**src/rtl/cdb_arbiter.sv**
```systemverilog
`default_nettype none
// +--------------------------------------------------------------------------+
// | Module   : cdb_arbiter                                                   |
// | Purpose  : Buffers per-channel FU results and broadcasts one per cycle   |
// |            on the common data bus (round-robin, or fixed priority when   |
// |            CDB_ARB_FIXED_PRIO_EN is defined).                            |
// | Revision : 1.0 - initial release                                         |
// +--------------------------------------------------------------------------+
module cdb_arbiter #(
  parameter int N_CH   = 4,
  parameter int W_DATA = 32,
  parameter int W_TAG  = 6,
  parameter int DEPTH  = 2
) (
  input  logic                   clk,
  input  logic                   reset,
  input  logic [N_CH-1:0]        fu_valid,
  input  logic [N_CH*W_DATA-1:0] fu_data,
  input  logic [N_CH*W_TAG-1:0]  fu_tag,
  input  logic [N_CH-1:0]        fu_branch,
  input  logic [N_CH-1:0]        fu_taken,
  output logic [N_CH-1:0]        fu_done,
  input  logic                   flush,
  output logic [W_DATA-1:0]      cdb_data,
  output logic [W_TAG-1:0]       cdb_tag,
  output logic                   cdb_valid,
  output logic                   cdb_branch,
  output logic                   cdb_branch_taken,
  output logic [N_CH-1:0]        cdb_grant
);

  localparam int PTR_W = (DEPTH > 1) ? $clog2(DEPTH) : 1;
  localparam int CNT_W = $clog2(DEPTH + 1);
  localparam int IDX_W = (N_CH > 1) ? $clog2(N_CH) : 1;
  localparam int ENT_W = W_DATA + W_TAG + 2;

  logic [N_CH-1:0]            push;
  logic [N_CH-1:0]            nonempty;
  logic [N_CH-1:0]            grant;
  logic [N_CH-1:0][ENT_W-1:0] head;
  logic [IDX_W-1:0]           sel;
  logic                       any_raw;
  logic                       any;
  logic [ENT_W-1:0]           head_sel;

  logic [W_DATA-1:0] data_q;
  logic [W_TAG-1:0]  tag_q;
  logic              valid_q;
  logic              branch_q;
  logic              taken_q;
  logic [N_CH-1:0]   grant_q;

  function automatic logic [PTR_W-1:0] ptr_inc(input logic [PTR_W-1:0] p);
    return (p == PTR_W'(DEPTH - 1)) ? '0 : p + PTR_W'(1);
  endfunction

  for (genvar i = 0; i < N_CH; i++) begin : g_ch
    logic [ENT_W-1:0] mem_q [DEPTH];
    logic [PTR_W-1:0] wptr_q;
    logic [PTR_W-1:0] rptr_q;
    logic [CNT_W-1:0] cnt_q;

    // A full buffer stays not-ready even if its head is popped this cycle.
    assign fu_done[i]  = (cnt_q != CNT_W'(DEPTH));
    assign nonempty[i] = (cnt_q != '0);
    assign push[i]     = fu_valid[i] & fu_done[i] & ~flush;
    assign head[i]     = mem_q[rptr_q];

    always_ff @(posedge clk) begin
      if (push[i]) begin
        mem_q[wptr_q] <= {fu_branch[i], fu_taken[i],
                          fu_tag[i*W_TAG +: W_TAG], fu_data[i*W_DATA +: W_DATA]};
      end
    end

    always_ff @(posedge clk) begin
      if (reset || flush) begin
        wptr_q <= '0;
        rptr_q <= '0;
        cnt_q  <= '0;
      end else begin
        if (push[i])  wptr_q <= ptr_inc(wptr_q);
        if (grant[i]) rptr_q <= ptr_inc(rptr_q);
        case ({push[i], grant[i]})
          2'b10:   cnt_q <= cnt_q + CNT_W'(1);
          2'b01:   cnt_q <= cnt_q - CNT_W'(1);
          default: cnt_q <= cnt_q;
        endcase
      end
    end
  end

`ifdef CDB_ARB_FIXED_PRIO_EN
  always_comb begin
    any_raw = 1'b0;
    sel     = '0;
    for (int k = N_CH - 1; k >= 0; k--) begin
      if (nonempty[k]) begin
        any_raw = 1'b1;
        sel     = IDX_W'(k);
      end
    end
  end
`else
  logic [IDX_W-1:0] rr_q;
  logic [IDX_W-1:0] cand;

  // Search begins one past the last granted channel.
  always_comb begin
    any_raw = 1'b0;
    sel     = '0;
    cand    = '0;
    for (int k = 1; k <= N_CH; k++) begin
      cand = IDX_W'((int'(rr_q) + k) % N_CH);
      if (!any_raw && nonempty[cand]) begin
        any_raw = 1'b1;
        sel     = cand;
      end
    end
  end

  always_ff @(posedge clk) begin
    if (reset) begin
      rr_q <= IDX_W'(N_CH - 1);
    end else if (any) begin
      rr_q <= sel;
    end
  end
`endif

  assign any      = any_raw & ~flush;
  assign grant    = any ? (N_CH'(1) << sel) : '0;
  assign head_sel = head[sel];

  always_ff @(posedge clk) begin
    if (reset) begin
      valid_q  <= 1'b0;
      branch_q <= 1'b0;
      taken_q  <= 1'b0;
      grant_q  <= '0;
      data_q   <= '0;
      tag_q    <= '0;
    end else begin
      valid_q  <= any;
      grant_q  <= grant;
      branch_q <= any & head_sel[ENT_W-1];
      taken_q  <= any & head_sel[ENT_W-2];
      if (any) begin
        data_q <= head_sel[W_DATA-1:0];
        tag_q  <= head_sel[W_DATA +: W_TAG];
      end
    end
  end

  assign cdb_data         = data_q;
  assign cdb_tag          = tag_q;
  assign cdb_valid        = valid_q;
  assign cdb_branch       = branch_q;
  assign cdb_branch_taken = taken_q;
  assign cdb_grant        = grant_q;

endmodule
`default_nettype wire

```
**config.mk**
```make
export PLATFORM = sky130hd
export DESIGN_NAME = cdb_arbiter
export DESIGN_NICKNAME = d
export VERILOG_FILES = /design/src/rtl/cdb_arbiter.sv
export SDC_FILE = /design/constraint.sdc
export NUM_CORES = 1
export LEC_CHECK = 0
export ABC_AREA = 1
export CAP_MARGIN = 20
export CORE_ASPECT_RATIO = 1.1
export CORE_MARGIN = 5
export CORE_UTILIZATION = 35
export DETAILED_ROUTE_END_ITERATION = 7
export PLACE_DENSITY = 0.59
export RECOVER_POWER = 25
export SLEW_MARGIN = 25
export SYNTH_ARGS = -nofsm -noshare
export SYNTH_HDL_FRONTEND = slang
export SYNTH_SLANG_ARGS = --single-unit
```
**constraint.sdc**
```tcl
create_clock -name clk -period 7.3 [get_ports clk]
set_input_delay 1.825 -clock clk [delete_from_list [all_inputs] [get_ports clk]]
set_output_delay 1.825 -clock clk [all_outputs]
set_load 0.02 [all_outputs]
```
==> results.json <==
{
  "cp.required_ns": 7.71,
  "fill_cells": 3834,
  "synth.avg_cell_area_sq_um": 13.72,
  "critPathArrivalTime_ns": 4.90,
  "worst_skew_pair.late_latency_ns": 0.55,
  "cts_tree": "done",
  "drc": 0,
  "max-cap-violations": 0,
  "start_util_pct": 35.36,
  "p_per_area_nw_per_um2": 404.3,
  "grt_pass1_vias": 9959,
  "syn_inst": 1117,
  "p_total_uw": 7856,
  "gr-total-overflow": 0,
  "routed_via_density": 5.113,
  "drt-total-wl_um": 41280,
  "report.final.slew_viol_count": 0,
  "run_status": "completed",
  "die_w_um": 209.5,
  "relSlewSlack_pct": 33.83,
  "critical_path_class": "reg -> reg",
  "critPathLaunchType": "flip-flop",
  "ys_types": 27,
  "syn_to_final_growth_pct": 26.80,
  "drtAntennaViolNets": 0,
  "cts_sinks": 387,
  "drt_first_pass_iters": 5,
  "root_buffer": "clkbuf_16",
  "startpoint": "rr_q[0]",
  "worst_slew_pin_slew_ns": 0.9925,
  "final_core_utilization_pct": 44.83,
  "end_kind": "flip-flop",
  "reg2regPathDepth": 14,
  "crit_fanout": 77,
  "synth_area_sq_um": 15320,
  "grt_setup_unrepaired": "false",
  "ys_ff_latch": 387,
  "antenna_found_initial": 1,
  "setup_tns_ns": 0,
  "yosysSeqAreaShare_pct": 71.46,
  "skew_ns": 0.01958,
  "ir_worst_vdd_mv": 0.3194,
  "p_leak_uw": 0.006466,
  "cts_made_buffers": 41,
  "die_h_um": 229.5,
  "grt_max_degree": 116,
  "drt_iter0_drc": 865,
  "min_period_ns": 4.485,
  "grt_pass1_wl_um": 61040,
  "ctsHoldBuffers": 0,
  "synthesis.nets": 1288,
  "dieArea_sq_um": 48070,
  "htree_levels": 2,
  "cts_resized": 0,
  "r2r-start": "rr_q[0]",
  "core_area_sq_um": 43340,
  "route.vias.total": 9853,
  "port_buffers": 215,
  "hpwl_um": 27350,
  "rows": 80,
  "final-hold-violation-count": 0,
  "nNetsFinal": 1492,
  "report.final.setup_viol": 0,
  "r2r_end": "g_ch[1].cnt_q[1]",
  "clockBufferDepth": 3,
  "place.gp.congestion": 0.8565,
  "drive_gt1_share_pct": 8.210,
  "grt_usage_pct": 16.66,
  "cp-endpoint": "g_ch[1].cnt_q[1]",
  "hp-class": "reg -> reg",
  "post-cts-setup-buffer-count": 0,
  "yosysWarnings": 0,
  "clkSlewWorstSetupHoldPaths_ns": 0.06,
  "detail_route.wl_per_cell_um": 21.42,
  "fmax_mhz": 222.9,
  "finalCritPeriodShare_pct": 61.44,
  "reg2reg_slack_ns": 2.81,
  "ios": 216
}
[cells in the final DEF (no fill, tap or decap), types with 4 or more instances in the layout]
cell / netlist / layout
clkbuf_8: 0 / 5
inv_1: 18 / 17
mux2i_1: 154 / 154
mux2_2: 4 / 4
clkinv_2: 0 / 5
clkbuf_1: 34 / 10
clkdlybuf4s50_1: 0 / 119
dfxtp_1: 67 / 63
edfxtp_1: 320 / 320
clkinv_1: 0 / 4
nor3_1: 5 / 5
nand2_2: 6 / 7
clkbuf_16: 0 / 43
ha_1: 4 / 4
nor2_1: 45 / 37
nand3_1: 168 / 168
dfxtp_2: 0 / 4
bufinv_16: 0 / 5
nand2_1: 94 / 93
buf_4: 9 / 16
nand4_1: 39 / 39
nor2_4: 2 / 10
o21ai_0: 51 / 51
a21oi_1: 56 / 56
dlygate4sd3_1: 0 / 96
[metrics by stage]
step	instance area (sq um)	setup WS (ns)	hold slack (ns)	instances
floorplan	15320	3.071	0.4435	1117
global placement	18030	2.799	0.4616	1852
detailed placement	18030	2.740	0.4764	1852
CTS	19420	2.897	0.4821	1926
global route	19430	2.532	0.5181	1926
finish	19430	2.815	0.4844	1927
[critical path, stage by stage, from the launching register on]
cell	delay (ns)
dfxtp_1	0.50
inv_4	0.09
nand2_1	0.10
nand2_1	0.07
o21ai_1	0.33
nand3_2	0.14
nand2_2	0.07
buf_4	0.68
nand2_2	0.80
buf_4	0.56
nor2_1	0.22
ha_1	0.31
nor2_1	0.15
and3_1	0.17
nor3_1	0.04
[power breakdown]
group          switching (uW)  internal (uW)
Clock                     832           1300
Combinational            2100            910
Sequential                123           2590
[routing by layer]
layer,vias up,track usage (%),wire length (um)
li1,4589,-,-
met1,4809,21.36,16490
met2,397,28.62,20740
met3,58,3.586,3131
met4,0,4.569,920
met5,-,0,0
[state kept, by name, indices dropped and copies added (netlist names), named ones only]
signal	count
cdb_branch_taken	1
cdb_tag	6
g_ch.mem_q	320
cdb_data	32
g_ch.wptr_q	4
rr_q	2
cdb_grant	4
g_ch.cnt_q	8
g_ch.rptr_q	4
cdb_branch	1
cdb_valid	1
[cells in the mapped netlist (all sizes together)]
master	instances	share of area, %
edfxtp	320	63
ha	4	0.33
mux2i	154	10
a21boi	1	0.049
nand3	171	5.7
and3	3	0.12
clkbuf	34	0.83
buf	37	1.5
dfxtp	67	8.8
nor3	5	0.16
mux2	4	0.29
o21ai	52	1.7
inv	21	0.53
nand2	100	2.5
nand4	39	1.6
a21oi	56	1.8
nor2	49	1.3
[worst min path at each step]
stage                      from               end  slack [ns]  cells past startpoint
6_report       g_ch[2].cnt_q[1]  g_ch[2].cnt_q[1]        0.48                      1
5_1_grt        g_ch[2].cnt_q[1]  g_ch[2].cnt_q[1]        0.52                      1
4_1_cts        g_ch[2].cnt_q[1]  g_ch[2].cnt_q[1]        0.48                      1
3_5_place_dp   g_ch[2].cnt_q[1]  g_ch[2].cnt_q[1]        0.48                      1
3_3_place_gp   g_ch[2].cnt_q[1]  g_ch[2].cnt_q[1]        0.46                      1
2_1_floorplan  g_ch[2].cnt_q[1]  g_ch[2].cnt_q[1]        0.44                      1
[cell families (layout without fill, tap and decap cells)]
logic type      count (synthesis)  in the layout  synth area share (%)
compound gates                109            109                 3.576
fa+ha+maj                       4              4                0.3266
buf+inv                        92            327                 2.841
flops                         387            387                 71.46
mux                           158            158                 10.35
other cells                     0              1                     0
simple gates                  367            367                 11.44
[cell type report]
class | count | area, sq um | area share [%]
diodes | 1 | 2.502 | 0.01288
clock buffers | 58 | 1182 | 6.085
clock inverters | 16 | 206.4 | 1.063
inverters | 21 | 81.33 | 0.4186
multi-input cells | 638 | 4000 | 20.59
flip-flops and latches | 387 | 10960 | 56.38
well taps | 574 | 718.2 | 3.696
repair buffers | 232 | 2283 | 11.75
No activity file was read; power rests on OpenSTA's default activity.
